`config.mk`:
```
export PLATFORM = sky130hd
export DESIGN_NAME = rsa_msg_sequencer
export DESIGN_NICKNAME = d
export VERILOG_FILES = /design/src/rtl/rsa_msg_sequencer.sv
export SDC_FILE = /design/constraint.sdc
export NUM_CORES = 1
export LEC_CHECK = 0
export ABC_AREA = 1
export BUFFER_PORTS_ARGS = -buffer_cell sky130_fd_sc_hd__buf_2
export CAP_MARGIN = 10
export CORE_MARGIN = 5
export CORE_UTILIZATION = 45
export CTS_CLUSTER_SIZE = 10
export DETAILED_ROUTE_END_ITERATION = 7
export PLACE_DENSITY = 0.67
export SLEW_MARGIN = 30
export SYNTH_ARGS = -nofsm -noshare
export SYNTH_HDL_FRONTEND = slang
export SYNTH_SLANG_ARGS = --single-unit
```
`constraint.sdc`:
```
create_clock -name clk -period 2.6 [get_ports clk]
set_clock_uncertainty 0.15 [all_clocks]
set_input_delay 0.13 -clock clk [delete_from_list [all_inputs] [get_ports clk]]
set_output_delay 0.13 -clock clk [all_outputs]
set_load 0.01 [all_outputs]
```
`src/rtl/rsa_msg_sequencer.sv`:
```
// rsa_msg_sequencer: stream front-end for the RSA core.
// Buffers message words (each with its encrypt/decrypt flag) in a small FIFO,
// issues them one at a time to the core as a start pulse plus held operands,
// waits for the core's finish (bounded by a timeout) and returns each result,
// or an error marker, on a valid/ready output stream in input order.
module rsa_msg_sequencer #(
  parameter int WIDTH_MSG_I = 8,
  parameter int WIDTH_N     = 8,
  parameter int FIFO_DEPTH  = 4,
  parameter int TIMEOUT_CYC = 4096
) (
  input  logic                   clk,
  input  logic                   reset,
  // input message stream
  input  logic                   s_valid,
  output logic                   s_ready,
  input  logic [WIDTH_MSG_I-1:0] s_data,
  input  logic                   s_mode,
  // modulus, static while busy
  input  logic [WIDTH_N-1:0]     n_i,
  // core interface
  output logic [WIDTH_MSG_I-1:0] core_msg,
  output logic                   core_eORd,
  output logic                   core_start,
  input  logic [WIDTH_N-1:0]     core_result,
  input  logic                   core_finish,
  // result stream
  output logic                   m_valid,
  input  logic                   m_ready,
  output logic [WIDTH_N-1:0]     m_data,
  output logic                   m_err,
  output logic                   busy
);

  localparam int PTR_W = (FIFO_DEPTH > 1) ? $clog2(FIFO_DEPTH) : 1;
  localparam int CNT_W = PTR_W + 1;
  localparam int TMR_W = (TIMEOUT_CYC > 1) ? $clog2(TIMEOUT_CYC) : 1;
  localparam int CMP_W = (WIDTH_MSG_I > WIDTH_N) ? WIDTH_MSG_I : WIDTH_N;

  localparam logic [CNT_W-1:0] CNT_FULL = CNT_W'(FIFO_DEPTH);
  localparam logic [TMR_W-1:0] TMR_LAST = TMR_W'(TIMEOUT_CYC - 1);

  typedef enum logic [2:0] {
    ST_IDLE,
    ST_CHECK,
    ST_ARM,
    ST_START,
    ST_WAIT,
    ST_OUT
  } state_t;

  // ---------------------------------------------------------------------------
  // Input FIFO
  // ---------------------------------------------------------------------------
  logic [WIDTH_MSG_I-1:0] r_fifo_data [FIFO_DEPTH];
  logic                   r_fifo_mode [FIFO_DEPTH];
  logic [PTR_W-1:0]       r_wr_ptr;
  logic [PTR_W-1:0]       r_rd_ptr;
  logic [CNT_W-1:0]       r_count;

  logic                   w_full;
  logic                   w_empty;
  logic                   w_push;
  logic                   w_pop;
  logic [WIDTH_MSG_I-1:0] w_head_data;
  logic                   w_head_mode;

  assign w_full      = (r_count == CNT_FULL);
  assign w_empty     = (r_count == '0);
  // Held low while reset is applied so no word is accepted into a FIFO that
  // is being emptied.
  assign s_ready     = !reset && !w_full;
  assign w_push      = s_valid && s_ready;
  assign w_head_data = r_fifo_data[r_rd_ptr];
  assign w_head_mode = r_fifo_mode[r_rd_ptr];

  // Store pushed words; the storage itself carries no reset.
  // NOTE: memories are left unreset on purpose -- the pointers and count
  // define which entries are valid, so clearing the array adds nothing.
  always_ff @(posedge clk) begin
    if (w_push) begin
      r_fifo_data[r_wr_ptr] <= s_data;
      r_fifo_mode[r_wr_ptr] <= s_mode;
    end
  end

  // Maintain read/write pointers and occupancy; pointers wrap naturally.
  // NOTE: sequential state uses non-blocking assignments so every register
  // samples the pre-edge values regardless of block ordering.
  always_ff @(posedge clk) begin
    if (reset) begin
      r_wr_ptr <= '0;
      r_rd_ptr <= '0;
      r_count  <= '0;
    end else begin
      if (w_push) r_wr_ptr <= r_wr_ptr + PTR_W'(1);
      if (w_pop)  r_rd_ptr <= r_rd_ptr + PTR_W'(1);
      if (w_push && !w_pop)      r_count <= r_count + CNT_W'(1);
      else if (!w_push && w_pop) r_count <= r_count - CNT_W'(1);
    end
  end

  // ---------------------------------------------------------------------------
  // Sequencing FSM
  // ---------------------------------------------------------------------------
  state_t                 r_state;
  state_t                 w_state_nxt;

  logic [WIDTH_MSG_I-1:0] r_core_msg;
  logic                   r_core_eord;
  logic                   r_core_start;
  logic [TMR_W-1:0]       r_timer;
  logic                   r_m_valid;
  logic [WIDTH_N-1:0]     r_m_data;
  logic                   r_m_err;

  logic [WIDTH_MSG_I-1:0] w_core_msg_nxt;
  logic                   w_core_eord_nxt;
  logic                   w_core_start_nxt;
  logic [TMR_W-1:0]       w_timer_nxt;
  logic                   w_m_valid_nxt;
  logic [WIDTH_N-1:0]     w_m_data_nxt;
  logic                   w_m_err_nxt;

  logic [CMP_W-1:0]       w_msg_ext;
  logic [CMP_W-1:0]       w_n_ext;
  logic                   w_reject;

  // A word is rejected when the modulus is degenerate or the word is not
  // strictly below it; both operands are compared zero-extended.
  assign w_msg_ext = CMP_W'(r_core_msg);
  assign w_n_ext   = CMP_W'(n_i);
  assign w_reject  = (w_n_ext < CMP_W'(2)) || (w_msg_ext >= w_n_ext);

  // State register.
  always_ff @(posedge clk) begin
    if (reset) r_state <= ST_IDLE;
    else       r_state <= w_state_nxt;
  end

  // Next-state and next-output decode.
  // NOTE: every signal gets a default first, so no path through the case
  // leaves a value unassigned and no latch is inferred.
  always_comb begin
    w_state_nxt      = r_state;
    w_pop            = 1'b0;
    w_core_msg_nxt   = r_core_msg;
    w_core_eord_nxt  = r_core_eord;
    w_core_start_nxt = 1'b0;
    w_timer_nxt      = r_timer;
    w_m_valid_nxt    = r_m_valid;
    w_m_data_nxt     = r_m_data;
    w_m_err_nxt      = r_m_err;

    unique case (r_state)
      ST_IDLE: begin
        // Launch the oldest buffered word once the output slot is free.
        if (!w_empty && !r_m_valid) begin
          w_pop           = 1'b1;
          w_core_msg_nxt  = w_head_data;
          w_core_eord_nxt = w_head_mode;
          w_state_nxt     = ST_CHECK;
        end
      end

      ST_CHECK: begin
        if (w_reject) begin
          w_m_data_nxt  = '0;
          w_m_err_nxt   = 1'b1;
          w_m_valid_nxt = 1'b1;
          w_state_nxt   = ST_OUT;
        end else begin
          w_state_nxt = ST_ARM;
        end
      end

      ST_ARM: begin
        // A finish still high from the previous operation must clear first,
        // otherwise it would be mistaken for this operation's completion.
        if (!core_finish) begin
          w_core_start_nxt = 1'b1;
          w_state_nxt      = ST_START;
        end
      end

      ST_START: begin
        w_timer_nxt = '0;
        w_state_nxt = ST_WAIT;
      end

      ST_WAIT: begin
        w_timer_nxt = r_timer + TMR_W'(1);
        // Finish takes priority over a coincident timeout.
        if (core_finish) begin
          w_m_data_nxt  = core_result;
          w_m_err_nxt   = 1'b0;
          w_m_valid_nxt = 1'b1;
          w_state_nxt   = ST_OUT;
        end else if (r_timer == TMR_LAST) begin
          w_m_data_nxt  = '0;
          w_m_err_nxt   = 1'b1;
          w_m_valid_nxt = 1'b1;
          w_state_nxt   = ST_OUT;
        end
      end

      ST_OUT: begin
        // Result is held until the downstream accepts it.
        if (m_ready) begin
          w_m_valid_nxt = 1'b0;
          w_state_nxt   = ST_IDLE;
        end
      end

      default: begin
        w_state_nxt = ST_IDLE;
      end
    endcase
  end

  // Registered core operands, start pulse, timer and result stream.
  always_ff @(posedge clk) begin
    if (reset) begin
      r_core_msg   <= '0;
      r_core_eord  <= 1'b0;
      r_core_start <= 1'b0;
      r_timer      <= '0;
      r_m_valid    <= 1'b0;
      r_m_data     <= '0;
      r_m_err      <= 1'b0;
    end else begin
      r_core_msg   <= w_core_msg_nxt;
      r_core_eord  <= w_core_eord_nxt;
      r_core_start <= w_core_start_nxt;
      r_timer      <= w_timer_nxt;
      r_m_valid    <= w_m_valid_nxt;
      r_m_data     <= w_m_data_nxt;
      r_m_err      <= w_m_err_nxt;
    end
  end

  assign core_msg   = r_core_msg;
  assign core_eORd  = r_core_eord;
  assign core_start = r_core_start;
  assign m_valid    = r_m_valid;
  assign m_data     = r_m_data;
  assign m_err      = r_m_err;
  assign busy       = (r_state != ST_IDLE) || !w_empty;

endmodule

```
== Word level (Yosys, flattened, before mapping) ==
Memories as Yosys holds them, arrays and structs flattened. A register that Yosys moved wholly into a read port is not among the register bits.
Index checks and enable logic that the tools add are counted.

* Add/subtract/negate cells: 5
* Order comparisons: 2
* Equality and inequality tests: 12
* Multiplexer cells: 26
* Bitwise operators: 1
* Reduce and logical (&&, ||, !) cells: 25

{| class="wikitable"
|+ Operators with widths
! operator !! count
|-
| $mux 3 || 8
|-
| $mux 8 || 3
|-
| $pmux 12 s2 || 1
|-
| $pmux 3 s6 || 1
|-
| $pmux 8 s2 || 1
|-
| $add 12x1->12 const B || 1
|-
| $eq 12x12->1 const B || 1
|-
| $mux 1 || 10
|-
| $eq 3x3->1 const B || 3
|-
| $ge 8x8->1 || 1
|-
| $lt 8x2->1 const B || 1
|-
| $ne 2x2->1 const B || 4
|-
| $reduce_and 4->1 || 2
|-
| $eq 3x2->1 const B || 2
|-
| $logic_not 1->1 || 6
|-
| $logic_not 3->1 || 2
|-
| $reduce_bool 2->1 || 3
|-
| $reduce_bool 3->1 || 2
|-
| $logic_and 1x1->1 || 5
|-
| $add 2x1->2 const B || 2
|-
| $add 3x1->3 const B || 1
|-
| $eq 3x1->1 const B || 1
|-
| $ne 3x3->1 const B || 1
|-
| $pmux 1 s3 || 1
|-
| other kinds (7) || 8
|}

* Bits in registers: 33
* Bits in writable memories: 36
* Memories kept: 2

{| class="wikitable"
|+ Memory list
! name !! depth !! width !! rd ports !! clocked after memory_dff !! wr ports !! line !! RTL
|-
| r_fifo_data || 4 || 8 || 1 || 1 || 1 || 55 || <nowiki>logic [WIDTH_MSG_I-1:0] r_fifo_data [FIFO_DEPTH];</nowiki>
|-
| r_fifo_mode || 4 || 1 || 1 || 1 || 1 || 56 || <nowiki>logic r_fifo_mode [FIFO_DEPTH];</nowiki>
|}

== Depth between registers and ports, before layout ==
Gate-level depths: netlist (run 1).

* Depth after elaboration: 8
* Gate-level depth with buffers: 15

== Least setup slack after synthesis (run 1) ==
Ideal clock, no wire load.

* Path type: reg-to-reg
* Start: register r_count[1]
* End: register r_count[2]
* Setup time: 122 ps
* Arrival: 1982 ps
* Required time: 2328 ps
* Setup slack: 345 ps
* Cell stages (with the launch flop): 12
* Cell sequence: dfxtp_1 > inv_1 > a31oi_1 > nand2_1 > inv_1 > ha_1 > inv_1 > fa_1 > a21oi_1 > o21ai_0 > o21ai_0 > a21oi_1

* Elaborated cells between the ends (all ways): 18

{| class="wikitable"
|+ RTL lines
! item !! line !! RTL
|-
| start: declaration || 59 || <nowiki>logic [CNT_W-1:0] r_count;</nowiki>
|-
| start signal: assignment || 98 || <nowiki>if (w_push && !w_pop) r_count <= r_count + CNT_W'(1);</nowiki>
|-
| start signal: assignment || 99 || <nowiki>else if (!w_push && w_pop) r_count <= r_count - CNT_W'(1);</nowiki>
|-
| $eq 3x3->1 * || 68 || <nowiki>assign w_full = (r_count == CNT_FULL);</nowiki>
|-
| $logic_not 1->1 * || 72 || <nowiki>assign s_ready = !reset && !w_full;</nowiki>
|-
| $logic_and 1x1->1 * || 72 ||
|-
| via s_ready || 16 || <nowiki>output logic s_ready,</nowiki>
|-
| $logic_and 1x1->1 * || 73 || <nowiki>assign w_push = s_valid && s_ready;</nowiki>
|-
| via w_push || 63 || <nowiki>logic w_push;</nowiki>
|-
| $logic_not 1->1 || 99 ||
|-
| $logic_and 1x1->1 || 99 ||
|-
| $reduce_bool 2->1 (no line) || -- ||
|}

Mark *: on every way through the listed nets, which the timed path passes. The rest lies on a longest branch. The select of a mux whose other input is x is not followed.
A chain may end at the register's enable or synchronous reset.

== Final worst setup path (run 1) ==
* Start: register r_count[1]
* End: register r_count[2]

* Elaborated cells between the ends (all ways): 18

{| class="wikitable"
|+ RTL lines
! item !! line
|-
| $eq 3x3->1 * || 68
|-
| $logic_not 1->1 * || 72
|-
| $logic_and 1x1->1 * || 72
|-
| $logic_and 1x1->1 * || 73
|-
| via w_push || 63
|-
| $logic_not 1->1 || 99
|-
| $logic_and 1x1->1 || 99
|-
| $reduce_bool 2->1 (no line) || --
|}

Marked as above.

==> results.toml, run 1 <==
[cts]
htree_levels = 3
clkTransAtPathRegs_ps = 80
clk_path_buf_depth = 2
clock_latency_ps = 350
root_buffer = "clkbuf_8"
cts_made_buffers = 9
cts_tree = "built"
cts_sinks = 78

[logic_synthesis]
yosysWarnings = 0
ys_top_cells_by_area = "edfxtp_1, dfxtp_1, nor2_1, nand2_1, o21ai_0"
syn_inst = 416
synth.distinct_cells = 32
synth_top_family_by_area = "simple AND/OR/NAND/NOR gates"
yosysSeqAreaShare_pct = 52.7
synth_async_sr_flop_share_pct = 0
syn-num-nets = 461
synth_adder_area_share_pct = 5.35
synth_area_um2 = 3650
synth_edf_count = 36
synth_top_area_share_pct = 29.6
synth-main-ff-cell = "dfxtp_1"
synth_xor_area_share_pct = 0
synth.avg_cell_area_um2 = 8.76
synth-compound-area-share_pct = 12.8
synth-seq-cells = 78
synthSimpleGateAreaFrac_pct = 21.9
yosysTopAreaCell = "edfxtp_1"
yosys-mux-area-fraction_pct = 0

[worst_setup_path]
cpMostUsedCell = "inv_1"
slowest_delay_ps = 370
path_buf_inv = 3
slowest_stage = "fa_1"
cp_cell_sequence = "inv_1, a31oi_1, nand2_1, inv_1, ha_1, inv_1, fa_1, a21oi_1, o21ai_0, o21ai_0, a21oi_1"
path_class = "reg2reg"
path_max_fanout = 9
cp.required_ps = 2690
crit_family = "compound AO/OA/AOI/OAI gates"
end_kind = "flop"
critPathLaunchType = "flop"
critPathArrivalTime_ps = 2340

[sta]
rsz0062_at_grt = "false"
slew_viol_final = 0
period_share_pct = 86.8
fmax_mhz = 443
setup_viol = 0
timing.hold.ws_ps = 44.8
finalHoldViolCount = 0
tightestPinTransition_ps = 493
slew_headroom_pct = 67.1
period_minus_slack_ps = 2260
setup_tns_ps = 0

[grt]
grt_pass1_wl_mm = 13.4
grt_pass1_vias = 2948
gr-total-overflow = 0
grt_util_all_layers_pct = 17.0
antenna_found_initial = 0
grt_max_degree = 21

[place]
dp_cells = 563
portBuffers = 51
routabilityCongestion = 0.781
hpwlAfterDp_mm = 5.62

[finish]
final_cell_mix = "nor2_1, nand2_1, buf_2"
fin_cells = 597
antennaDiodeCount = 0
multi_input_area_um2 = 1460
layout.nets = 535
final_core_util_pct = 55.8
regArea_um2 = 1920
layout-drive-gt1-share_pct = 18.6
mostFrequentLayoutCell = "nor2_1"
nFillCells = 700
area_growth_pct = 19.4

[min_path]
worst_hold_path_type = "in2reg"

[floorplanning]
start_util_pct = 46.7
die_w_um = 100
fp.dieH_um = 100
coreArea_um2 = 7810
fp-row-count = 32
dieArea_um2 = 10000
io_pins = 52

[power]
peakVddDrop_mv = 0.500
p_leak_nw = 1.82
pwr_density_cell_nw_per_um2 = 909

[run]
maxCapViolations = 0

[drt]
drc = 0
via_per_inst = 5.03
drt_iter0_markers = 160
drtPass1Iterations = 5
wl_mm = 7.98
drtAntennaViolNets = 0
vias = 3000
wl_per_cell_um = 13.4

[outcome]
status = "complete, no violations"
worst paths after layout:
check,slack [ps],startpoint,to,cells after the start
worst max register to register,340,r_count[1],r_count[2],11
worst min-delay path,40,reset,r_timer[1],3
worst min register to register,320,m_err,m_err,2
worst max-delay path,340,r_count[1],r_count[2],11
cells by family after synthesis:
group,Yosys count
adders and majority gates,15
DFF,78
and+or+nand+nor,176
AOI/OAI and AO/OA,87
buffers and inverters,60
layout make-up:
cell class,instances,share of cell area [%]
repair buffers,76,11.2
clock inverters,7,1.21
multi-input cells,278,33.6
inverters,47,4.08
clock buffers,9,2.84
well taps,102,2.93
flip-flops and latches,78,44.1
state kept, by name, summed over array words and instances, names as in the netlist:
name         count
core_start       1
core_msg         8
r_wr_ptr         2
r_rd_ptr         2
core_eORd        1
m_data           8
r_fifo_data     32
r_state          3
m_valid          1
r_fifo_mode      4
r_timer         12
r_count          3
m_err            1
worst reg2reg max path, cell delays in order (launching register included):
cell and delay, ps:
dfxtp_1 360, inv_1 90, a31oi_1 210, nand2_1 210, inv_1 100, ha_1 140
inv_1 60, fa_1 370, a21oi_1 140, o21ai_0 110, o21ai_0 150, a21oi_1 60
stage by stage:
stage	area, um^2	setup slack (ps)	power [mW]
floorplan	3650	345	2.75
global placement	4000	400	3.11
detailed placement	4000	345	3.16
CTS	4350	336	4.01
global route	4350	102	4.28
finish	4350	344	3.96
power breakdown:
| part | internal [mW] | leakage, nW | switching, mW | total (mW) |
|---|---|---|---|---|
| combinational | 0.548 | 1.06 | 0.932 | 1.48 |
| sequential | 1.50 | 0.670 | 0.148 | 1.65 |
| clock | 0.356 | 0.0908 | 0.471 | 0.827 |
metal layers:
metal  GRT usage, %  share of wire (%)  vias up
li1               -                  -     1543
met1           19.4                 41     1382
met2           29.8                 52       54
met3           3.41                3.3       21
met4           8.91                3.3        0
met5              0                  0        -
cell usage after synthesis (2+ instances only):
cell type,count
a21oi_1,33
a221oi_1,2
a31oi_1,9
buf_2,4
buf_6,4
clkbuf_1,5
dfxtp_1,42
edfxtp_1,36
ha_1,14
inv_1,44
inv_2,2
nand2_1,65
nand2_2,3
nand3_1,16
nand3_2,3
nand4_1,5
nor2_1,69
nor2_4,3
nor3_1,7
o21ai_0,38
timing repair:
item | in CTS | in global routing
hold buffers | 18 | 0
gates resized for setup | 0 | 0
endpoints found under the hold margin | 45 | 0
buffers inserted | 0 | 0
endpoints found under the setup margin | 0 | 0
No activity file was read; power rests on OpenSTA's default activity.
==> run 2: changes to the inputs <==
--- a/config.mk
+++ b/config.mk
@@ -12,6 +12,7 @@
 export CORE_UTILIZATION = 45
 export CTS_CLUSTER_SIZE = 10
 export DETAILED_ROUTE_END_ITERATION = 7
+export MAX_ROUTING_LAYER = met4
 export PLACE_DENSITY = 0.67
 export SLEW_MARGIN = 30
 export SYNTH_ARGS = -nofsm -noshare
==> run 2 against run 1 <==
Compared with the run above:
- count of clock-buffer cells in the layout unchanged
- combinational power about the same
- sequential cell count unchanged
- first-iteration DRC count up 5.0%
- via count down 0.17%
- largest cell class unchanged
- critical path type unchanged
- final cell count unchanged
- register-to-register slack about the same
- die area unchanged
- non-clock buffer count unchanged
- wire length down 0.29%
==> results.toml, run 2 (same netlist as run 1, synthesis figures left out) <==
[outcome]
status = "complete, no violations"

[power]
p_leak_nw = 1.82
peakVddDrop_mv = 0.493
pwr_density_cell_nw_per_um2 = 909
power_mw = 3.96

[sta]
slew_viol_final = 0
fmax_mhz = 442
tightestPinTransition_ps = 486
period_minus_slack_ps = 2260
rsz0062_at_grt = "false"
setup_viol = 0
period_share_pct = 87.0
finalHoldViolCount = 0
setup_tns_ps = 0
slew_headroom_pct = 67.6

[worst_setup_path]
path_class = "reg2reg"
crit_family = "compound AO/OA/AOI/OAI gates"
r2r_end = "r_count[2]"
critPathLaunchType = "flop"
end_kind = "flop"
r2r-start = "r_count[1]"
path_buf_inv = 3
slowest_stage = "fa_1"
critPathArrivalTime_ps = 2350
r2r_cells = 11
r2r_slack_ps = 340
slowest_delay_ps = 370
cp.required_ps = 2690
cpMostUsedCell = "inv_1"
cp_cell_sequence = "inv_1, a31oi_1, nand2_1, inv_1, ha_1, inv_1, fa_1, a21oi_1, o21ai_0, o21ai_0, a21oi_1"
path_max_fanout = 9

[place]
portBuffers = 51
hpwlAfterDp_mm = 5.62
routabilityCongestion = 0.792

[finish]
regArea_um2 = 1920
antennaDiodeCount = 0
final_cell_mix = "nor2_1, nand2_1, buf_2"
largest_register = "r_fifo_data"
multi_input_area_um2 = 1460
largestRegisters = "r_fifo_data: 32 flops, r_timer: 12 flops"
layout-drive-gt1-share_pct = 18.6
mostFrequentLayoutCell = "nor2_1"
area_growth_pct = 19.4
nFillCells = 700
final_core_util_pct = 55.8
largest_reg_flops = 32
layout.nets = 535

[cts]
cts_tree = "built"
cts_made_buffers = 9
root_buffer = "clkbuf_8"
clock_latency_ps = 350
clk_path_buf_depth = 2
cts_sinks = 78
clkTransAtPathRegs_ps = 80
cts-resized-gates = 0
htree_levels = 3

[drt]
drt_iter0_markers = 168
drtPass1Iterations = 4
via_per_inst = 5.02
vias = 2995
wl_per_cell_um = 13.3
drc = 0
wl_mm = 7.96
drtAntennaViolNets = 0

[min_path]
hold-path-cell-count = 3
min_from = "reset"
whs_endpoint = "r_timer[4]"
worst_hold_path_type = "in2reg"

[grt]
antenna_found_initial = 0
grt_pass1_vias = 2942
gr-total-overflow = 0
grt_max_degree = 21
grt_util_all_layers_pct = 17.5
grt_pass1_wl_mm = 13.5

[floorplanning]
dieArea_um2 = 10000
coreArea_um2 = 7810
fp.dieH_um = 100
die_w_um = 100
start_util_pct = 46.7
fp-row-count = 32
io_pins = 52

[run]
maxCapViolations = 0
==> run 2: cell counts in the layout (fill, tap and decap cells not counted) <==
No cell type changed its count.
==> run 2: worst max-delay path by stage <==
stage	endpoint	slack, ps	depth (start not counted)	from
6_report	r_count[2]	340	11	r_count[1]
5_1_grt	r_count[2]	100	11	r_count[1]
4_1_cts	r_count[1]	340	11	r_state[1]
3_5_place_dp	r_count[2]	350	12	r_count[0]
3_3_place_gp	r_count[2]	400	11	r_count[1]
2_1_floorplan	r_count[2]	350	11	r_count[1]
==> run 2: power by group <==
group	switching [mW]	total (mW)	internal, mW
combinational	0.931	1.48	0.548
clock	0.468	0.825	0.356
sequential	0.148	1.65	1.50
total	1.55	3.96	2.41
==> run 2: metrics by stage <==
step | instances | hold WS (ps) | instance area [um^2] | worst slack (ps)
2_1_floorplan | 416 | 56.8 | 3650 | 345
3_3_place_gp | 563 | 184 | 4000 | 400
3_5_place_dp | 563 | 192 | 4000 | 345
4_1_cts | 597 | 27.7 | 4350 | 336
5_1_grt | 597 | 39.8 | 4350 | 102
6_report | 597 | 56.2 | 4350 | 338
==> run 2: layer usage <==
layer  global-route usage, %  vias to the layer above  part of all wire [%]  wire [um]
li1                        -                     1540                     -          -
met1                    19.5                     1381                    42       3310
met2                    29.8                       51                    52       4140
met3                    4.03                       23                   3.4        270
met4                    7.98                        0                   3.1        243
met5                       -                        -                     0          0
==> run 2: worst register-to-register path: cells and delay by family (launching register included) <==
kind	cells	cell delay, ps
AND/OR/NAND/NOR	1	210
buffers and inverters	3	260
flip-flops	1	360
adder cells (fa/ha/maj)	2	510
AO/OA/AOI/OAI	5	670
==> run 2: timing repair <==
action / CTS / global route
endpoints found under the hold margin: 45 / 0
buffers inserted: 0 / 0
hold buffers: 18 / 0
==> run 2: area by class of cell <==
class / instances / share of cell area [%]
Clock buffer: 9 / 2.84
Inverter: 47 / 4.08
Multi-Input combinational cell: 278 / 33.6
Clock inverter: 7 / 1.21
Timing Repair Buffer: 76 / 11.2
Sequential cell: 78 / 44.1
Tap cell: 102 / 2.93
